### src/rtl/elevator_pkg.sv
// Shared widths, FSM state encoding and sweep-direction encoding for the elevator scheduler.
// Imported by the scheduler top and the SCAN target picker.
package elevator_pkg;

  localparam int FLOOR_W        = 3;
  localparam int NUM_FLOORS_DEF = 8;

  typedef enum logic [1:0] {
    S_IDLE  = 2'd0,
    S_ISSUE = 2'd1,
    S_MOVE  = 2'd2,
    S_DOOR  = 2'd3
  } state_t;

  localparam logic DIR_UP   = 1'b1;
  localparam logic DIR_DOWN = 1'b0;

endpackage

### src/rtl/elevator_pick_next.sv
// SCAN target picker: nearest pending floor in the sweep direction, else reverse the sweep.
// Purely combinational, zero latency; no flow control.
module elevator_pick_next
  import elevator_pkg::*;
#(
  parameter int NUM_FLOORS = NUM_FLOORS_DEF
) (
  input  logic [NUM_FLOORS-1:0] pending,
  input  logic [FLOOR_W-1:0]    floor,
  input  logic                  dir,
  output logic                  found,
  output logic [FLOOR_W-1:0]    target,
  output logic                  new_dir
);

  logic               above_vld;
  logic               below_vld;
  logic [FLOOR_W-1:0] above_flr;
  logic [FLOOR_W-1:0] below_flr;

  // Descending scan leaves the closest floor above; ascending scan the closest below.
  always_comb begin
    above_vld = 1'b0;
    above_flr = '0;
    below_vld = 1'b0;
    below_flr = '0;
    for (int i = NUM_FLOORS - 1; i >= 0; i--) begin
      if (pending[i] && (i > int'(floor))) begin
        above_vld = 1'b1;
        above_flr = FLOOR_W'(i);
      end
    end
    for (int i = 0; i < NUM_FLOORS; i++) begin
      if (pending[i] && (i < int'(floor))) begin
        below_vld = 1'b1;
        below_flr = FLOOR_W'(i);
      end
    end
  end

  always_comb begin
    found   = above_vld | below_vld;
    target  = '0;
    new_dir = dir;
    if (dir == DIR_UP) begin
      if (above_vld) begin
        target  = above_flr;
        new_dir = DIR_UP;
      end else if (below_vld) begin
        target  = below_flr;
        new_dir = DIR_DOWN;
      end
    end else begin
      if (below_vld) begin
        target  = below_flr;
        new_dir = DIR_DOWN;
      end else if (above_vld) begin
        target  = above_flr;
        new_dir = DIR_UP;
      end
    end
  end

endmodule

### src/rtl/elevator_scheduler.sv
// Elevator request scheduler: pending bitmap, SCAN target choice, door dwell and move timeout.
// Request registered next edge; command strobe two cycles after a request from IDLE; no backpressure.
module elevator_scheduler
  import elevator_pkg::*;
#(
  parameter int NUM_FLOORS   = NUM_FLOORS_DEF,
  parameter int DOOR_CYCLES  = 3,
  parameter int MOVE_TIMEOUT = 16
) (
  input  logic                  i_clk,
  input  logic                  i_rst_n,
  input  logic                  i_req_valid,
  input  logic [FLOOR_W-1:0]    i_req_floor,
  input  logic [FLOOR_W-1:0]    i_floor,
  output logic                  o_cmd_valid,
  output logic [FLOOR_W-1:0]    o_cmd_floor,
  output logic [NUM_FLOORS-1:0] o_pending,
  output logic                  o_dir_up,
  output logic                  o_door_open,
  output logic                  o_fault
);

  localparam int DW = $clog2(DOOR_CYCLES + 1);
  localparam int MW = $clog2(MOVE_TIMEOUT + 1);
  localparam logic [DW-1:0] DWELL_MAX  = DW'(DOOR_CYCLES);
  localparam logic [DW-1:0] DWELL_LAST = DW'(DOOR_CYCLES - 1);
  localparam logic [MW-1:0] MOVE_MAX   = MW'(MOVE_TIMEOUT);
  localparam logic [MW-1:0] MOVE_LAST  = MW'(MOVE_TIMEOUT - 1);

  logic                  rst_meta;
  logic                  rst_sync_n;
  state_t                state;
  state_t                state_nxt;
  logic [FLOOR_W-1:0]    target;
  logic [FLOOR_W-1:0]    target_nxt;
  logic                  dir;
  logic                  dir_nxt;
  logic                  fault;
  logic                  fault_nxt;
  logic [NUM_FLOORS-1:0] pending;
  logic [NUM_FLOORS-1:0] pending_nxt;
  logic [DW-1:0]         dwell;
  logic [DW-1:0]         dwell_nxt;
  logic [MW-1:0]         mv_cnt;
  logic [MW-1:0]         mv_nxt;
  logic                  req_ok;
  logic                  req_here;
  logic                  clr_here;
  logic [NUM_FLOORS-1:0] here_mask;
  logic [NUM_FLOORS-1:0] set_mask;
  logic                  pick_found;
  logic [FLOOR_W-1:0]    pick_target;
  logic                  pick_dir;

  // Reset asserts immediately but releases only on a clock edge.
  always_ff @(posedge i_clk or negedge i_rst_n) begin
    if (!i_rst_n) begin
      rst_meta   <= 1'b0;
      rst_sync_n <= 1'b0;
    end else begin
      rst_meta   <= 1'b1;
      rst_sync_n <= rst_meta;
    end
  end

  elevator_pick_next #(
    .NUM_FLOORS (NUM_FLOORS)
  ) u_pick (
    .pending (pending),
    .floor   (i_floor),
    .dir     (dir),
    .found   (pick_found),
    .target  (pick_target),
    .new_dir (pick_dir)
  );

  always_comb begin
    req_ok   = i_req_valid && !fault && (int'(i_req_floor) < NUM_FLOORS);
    req_here = req_ok && (i_req_floor == i_floor);
    for (int i = 0; i < NUM_FLOORS; i++) begin
      here_mask[i] = (int'(i_floor) == i);
      set_mask[i]  = req_ok && (int'(i_req_floor) == i) && !((state == S_DOOR) && req_here);
    end
  end

  always_comb begin
    state_nxt   = state;
    target_nxt  = target;
    dir_nxt     = dir;
    fault_nxt   = fault;
    dwell_nxt   = dwell;
    mv_nxt      = mv_cnt;
    clr_here    = 1'b0;
    pending_nxt = pending | set_mask;
    case (state)
      S_IDLE: begin
        if (|(pending & here_mask)) begin
          state_nxt = S_DOOR;
          clr_here  = 1'b1;
          dwell_nxt = '0;
        end else if (pick_found) begin
          state_nxt  = S_ISSUE;
          target_nxt = pick_target;
          dir_nxt    = pick_dir;
        end
      end
      S_ISSUE: begin
        state_nxt = S_MOVE;
        mv_nxt    = '0;
      end
      S_MOVE: begin
        if (i_floor == target) begin
          state_nxt = S_DOOR;
          clr_here  = 1'b1;
          dwell_nxt = '0;
        end else if (mv_cnt == MOVE_LAST) begin
          state_nxt   = S_IDLE;
          fault_nxt   = 1'b1;
          pending_nxt = '0;
        end else begin
          mv_nxt = (mv_cnt == MOVE_MAX) ? mv_cnt : mv_cnt + MW'(1);
        end
      end
      S_DOOR: begin
        // A button press at the open floor holds the doors rather than queueing a visit.
        if (req_here) begin
          dwell_nxt = '0;
        end else if (dwell == DWELL_LAST) begin
          state_nxt = S_IDLE;
        end else begin
          dwell_nxt = (dwell == DWELL_MAX) ? dwell : dwell + DW'(1);
        end
      end
      default: state_nxt = S_IDLE;
    endcase
    if (clr_here) begin
      pending_nxt = pending_nxt & ~here_mask;
    end
  end

  always_ff @(posedge i_clk or negedge rst_sync_n) begin
    if (!rst_sync_n) begin
      state <= S_IDLE;
    end else begin
      state <= state_nxt;
    end
  end

  always_ff @(posedge i_clk or negedge rst_sync_n) begin
    if (!rst_sync_n) begin
      target  <= '0;
      dir     <= DIR_UP;
      fault   <= 1'b0;
      pending <= '0;
      dwell   <= '0;
      mv_cnt  <= '0;
    end else begin
      target  <= target_nxt;
      dir     <= dir_nxt;
      fault   <= fault_nxt;
      pending <= pending_nxt;
      dwell   <= dwell_nxt;
      mv_cnt  <= mv_nxt;
    end
  end

  assign o_cmd_valid = (state == S_ISSUE);
  assign o_door_open = (state == S_DOOR);
  assign o_cmd_floor = target;
  assign o_pending   = pending;
  assign o_dir_up    = dir;
  assign o_fault     = fault;

endmodule
### config.mk
export PLATFORM = sky130hd
export DESIGN_NAME = elevator_scheduler
export DESIGN_NICKNAME = d
export VERILOG_FILES = /design/src/rtl/elevator_pkg.sv /design/src/rtl/elevator_pick_next.sv /design/src/rtl/elevator_scheduler.sv
export SDC_FILE = /design/constraint.sdc
export NUM_CORES = 1
export LEC_CHECK = 0
export BUFFER_PORTS_ARGS = -buffer_cell sky130_fd_sc_hd__buf_2
export CORE_ASPECT_RATIO = 1.5
export CORE_MARGIN = 2
export CORE_UTILIZATION = 45
export CTS_CLUSTER_DIAMETER = 200
export CTS_CLUSTER_SIZE = 28
export DETAILED_ROUTE_END_ITERATION = 8
export GPL_TIMING_DRIVEN = 0
export PLACE_DENSITY = 0.67
export SYNTH_ARGS = -nofsm -noshare
export SYNTH_HDL_FRONTEND = slang
export SYNTH_SLANG_ARGS = --single-unit
### constraint.sdc
create_clock -name i_clk -period 1.2 [get_ports i_clk]
set_clock_uncertainty 0.1 [all_clocks]
set_input_delay 0.24 -clock i_clk [delete_from_list [all_inputs] [get_ports i_clk]]
set_output_delay 0.24 -clock i_clk [all_outputs]
set_load 0.01 [all_outputs]
==> impl_metrics.yaml <==
run_status:
  status: "finished, violations left"
  violations: "negative setup slack"
timing:
  finalWorstSetupSlack_ns: -0.889
  fmax_ghz: 0.479
  max_slew.worst_pin.slew_ns: 0.631
  hold_viol: 0
  period_needed_ns: 2.09
  timing.final.crit_share_pct: 174
  finalSetupViolations: 32
  slew_headroom_pct: 57.8
  rsz0062_at_grt: "true"
  slew_violations: 0
critical_path:
  crit_path_top_delay_cell: "mux4_2"
  path_buf_inv: 2
  r2r_start: "o_pending[3]"
  arrival_ns: 2.15
  cp-start-kind: "register"
  cpLargestDelayFamily: "multiplexers"
  crit_path_max_fanout: 3
  cp_slowest_stage_delay_ns: 0.44
  crit_chain: "clkbuf_8 > mux4_2 > and2_4 > nor4_4 > buf_4 > nor3_4 > mux2_4"
  path_class: "register to register"
  cp-startpoint: "o_pending[3]"
  cp-end-kind: "register"
  required_ns: 1.26
worst_hold_path:
  hp-class: "register to async pin"
global_routing:
  grt_antenna_before_repair: 0
  grt_max_degree: 23
  first_global_vias: 1713
  grt_usage_pct: 24.2
  grt_overflow: 0
  grt_pass1_wl_um: 7800
cts:
  htreeDepth: 1
  cts_max_path_buffers: 2
  cts_made_buffers: 3
  clk_pin_slew_worst_paths_ns: 0.09
  cts_tree: "yes"
  cts_sinks: 24
  clock_latency_ns: 0.27
  clockRootBuffer: "clkbuf_8"
synthesis:
  syn_area_um2: 1710
  synth_cell_types: 49
  syn-num-nets: 214
  synth_ff_type: "dfrtp_1"
  synth.area.top_cells: "dfrtp_1 (34%), a21oi_1 (4.4%), a31oi_1 (3.7%), ha_1 (3.7%), nand3_1 (3.5%)"
  synth_top_cell_area_share_pct: 33.7
  synth_edf_count: 0
  synth-seq-area-share_pct: 35.3
  synth_top_area_cell: "dfrtp_1"
  synth_warnings: 0
  synth_async_sr_flop_share_pct: 100
  ys_ff_latch: 24
  avgSynthCellArea_um2: 8.53
  syn_inst: 200
route:
  detail_route.wl_per_cell_um: 16.6
  drtAntennaViolNets: 0
  vias: 1762
  drcViolationCount: 0
  vias_per_cell: 6.01
  postRouteWirelength_um: 4880
  drtPass1Iterations: 4
  drt_first_iter_violations: 45
placement:
  gp_congestion: 0.897
  place_hpwl_um: 3310
  port_buffers: 19
  dp_cells: 262
  place_ws_ns: -1.01
  place_area_um2: 1920
floorplanning:
  fp.dieH_um: 79.4
  coreArea_um2: 3650
  die_w_um: 54.3
  start_util_pct: 46.8
  ioPinCount: 24
  die_area_um2: 4310
  std_cell_rows: 27
cells_and_area:
  finalInstanceArea_um2: 2440
  syn2layout_area_growth_pct: 42.9
  drive_gt1_share_pct: 44.4
  layout.nets: 265
  fin_cells: 293
  n_antenna_cell: 0
  layout_commonest_cell: "buf_4"
  final_cell_mix: "buf_4 (19), buf_6 (16), buf_2 (16), dfrtp_1 (16), a21oi_1 (13)"
  fin_util_pct: 66.8
power:
  seq_power_share_pct: 28.4
  cellLeakagePower_uw: 0.00106
  power_density_nw_per_um2: 2340
  swShare_pct: 40.3
  comb_power_share_pct: 59.1
  switching_power_uw: 2300
  p_clk_share_pct: 12.5
  p_int_uw: 3410
  irDropWorstVdd_uv: 1450
flow_run:
  cap_violations: 0
==> what timing repair did <==
action,4_1_cts,5_1_grt
pin swaps,9,15
endpoints found under the hold margin,2,0
resized for setup,32,38
endpoints found under the setup margin,30,54
cloned,1,0
hold buffers,1,0
setup buffers,14,11
==> synth_stat cells, drive strengths merged (3+ instances only) <==
master / instances
mux2i: 5
a211oi: 4
a31oi: 10
buf: 5
clkbuf: 8
ha: 5
xnor2: 6
nand3: 12
a311oi: 4
o21ai: 13
nor2b: 3
inv: 15
nand2: 13
nor2: 10
dfrtp: 23
o31ai: 5
o22ai: 3
and2: 5
a21oi: 15
==> metrics by stage <==
stage / power, uW / hold WS (ns) / TNS [ns]
floorplan: 3070 / -0.156 / -15.02
global placement: 3650 / -0.0737 / -18.85
detailed placement: 3720 / -0.0712 / -19.48
CTS: 5050 / 0.168 / -17.77
global route: 6070 / 0.189 / -18.54
finish: 5720 / 0.133 / -16.58
==> cells by family after synthesis <==
family / after synthesis / synth area share [%]
compound gates: 70 / 27.4
xor+xnor: 6 / 3.08
fa+ha+maj: 5 / 3.67
buf+inv: 28 / 6.89
flops: 24 / 35.3
mux: 7 / 4.91
other cells: 1 / 0.220
simple gates: 59 / 18.5
==> power groups by stage <==
stage                     registers [uW]  logic [uW]  clock network (uW)
final                               1620        3380                 715
after global routing                1670        3640                 756
after CTS                           1600        2730                 727
after detailed placement            1600        2120                   0
after global placement              1580        2070                   0
after floorplan                     1570        1510                   0
==> registers in the layout, summed over array words and instances, names as in the netlist <==
signal	count
o_dir_up	1
o_fault	1
dwell	2
state	2
rst_meta	1
o_pending	8
o_cmd_floor	3
rst_sync_n	1
mv_cnt	5
==> area by class of cell <==
class                           count  area (um^2)
Clock buffer                        3         41.3
Tap cell                           43         53.8
Sequential cell                    24          611
Inverter                           15         56.3
Fill cell                         319         1210
Timing Repair Buffer               46          370
Multi-Input combinational cell    148         1190
Buffer                             13         81.3
Clock inverter                      1         30.0
==> worst paths after layout <==
kind	end	slack [ns]	depth (start not counted)
worst max-delay path	dwell[1]	-0.89	7
worst min-delay path	mv_cnt[3]	0.13	0
worst max register to register	dwell[1]	-0.89	7
worst min register to register	mv_cnt[3]	0.13	0
max in group asynchronous	o_pending[6]	0.51	0
min in group i_clk	rst_sync_n	0.25	0
==> layer usage <==
layer	part of all wire [%]	routed length, um	track usage (%)	up-vias
li1	-	-	-	837
met1	40	1930	27.9	867
met2	56	2710	43.0	46
met3	2.3	112	2.06	12
met4	2.4	119	10.8	0
met5	0	0	0	-
==> worst register-to-register path: stages, from the launching register on <==
cell      delay [ns]
dfrtp_1         0.39
clkbuf_8        0.14
mux4_2          0.44
and2_4          0.18
nor4_4          0.20
buf_4           0.19
nor3_4          0.04
mux2_4          0.31
Power figures use the tool's default switching activity.
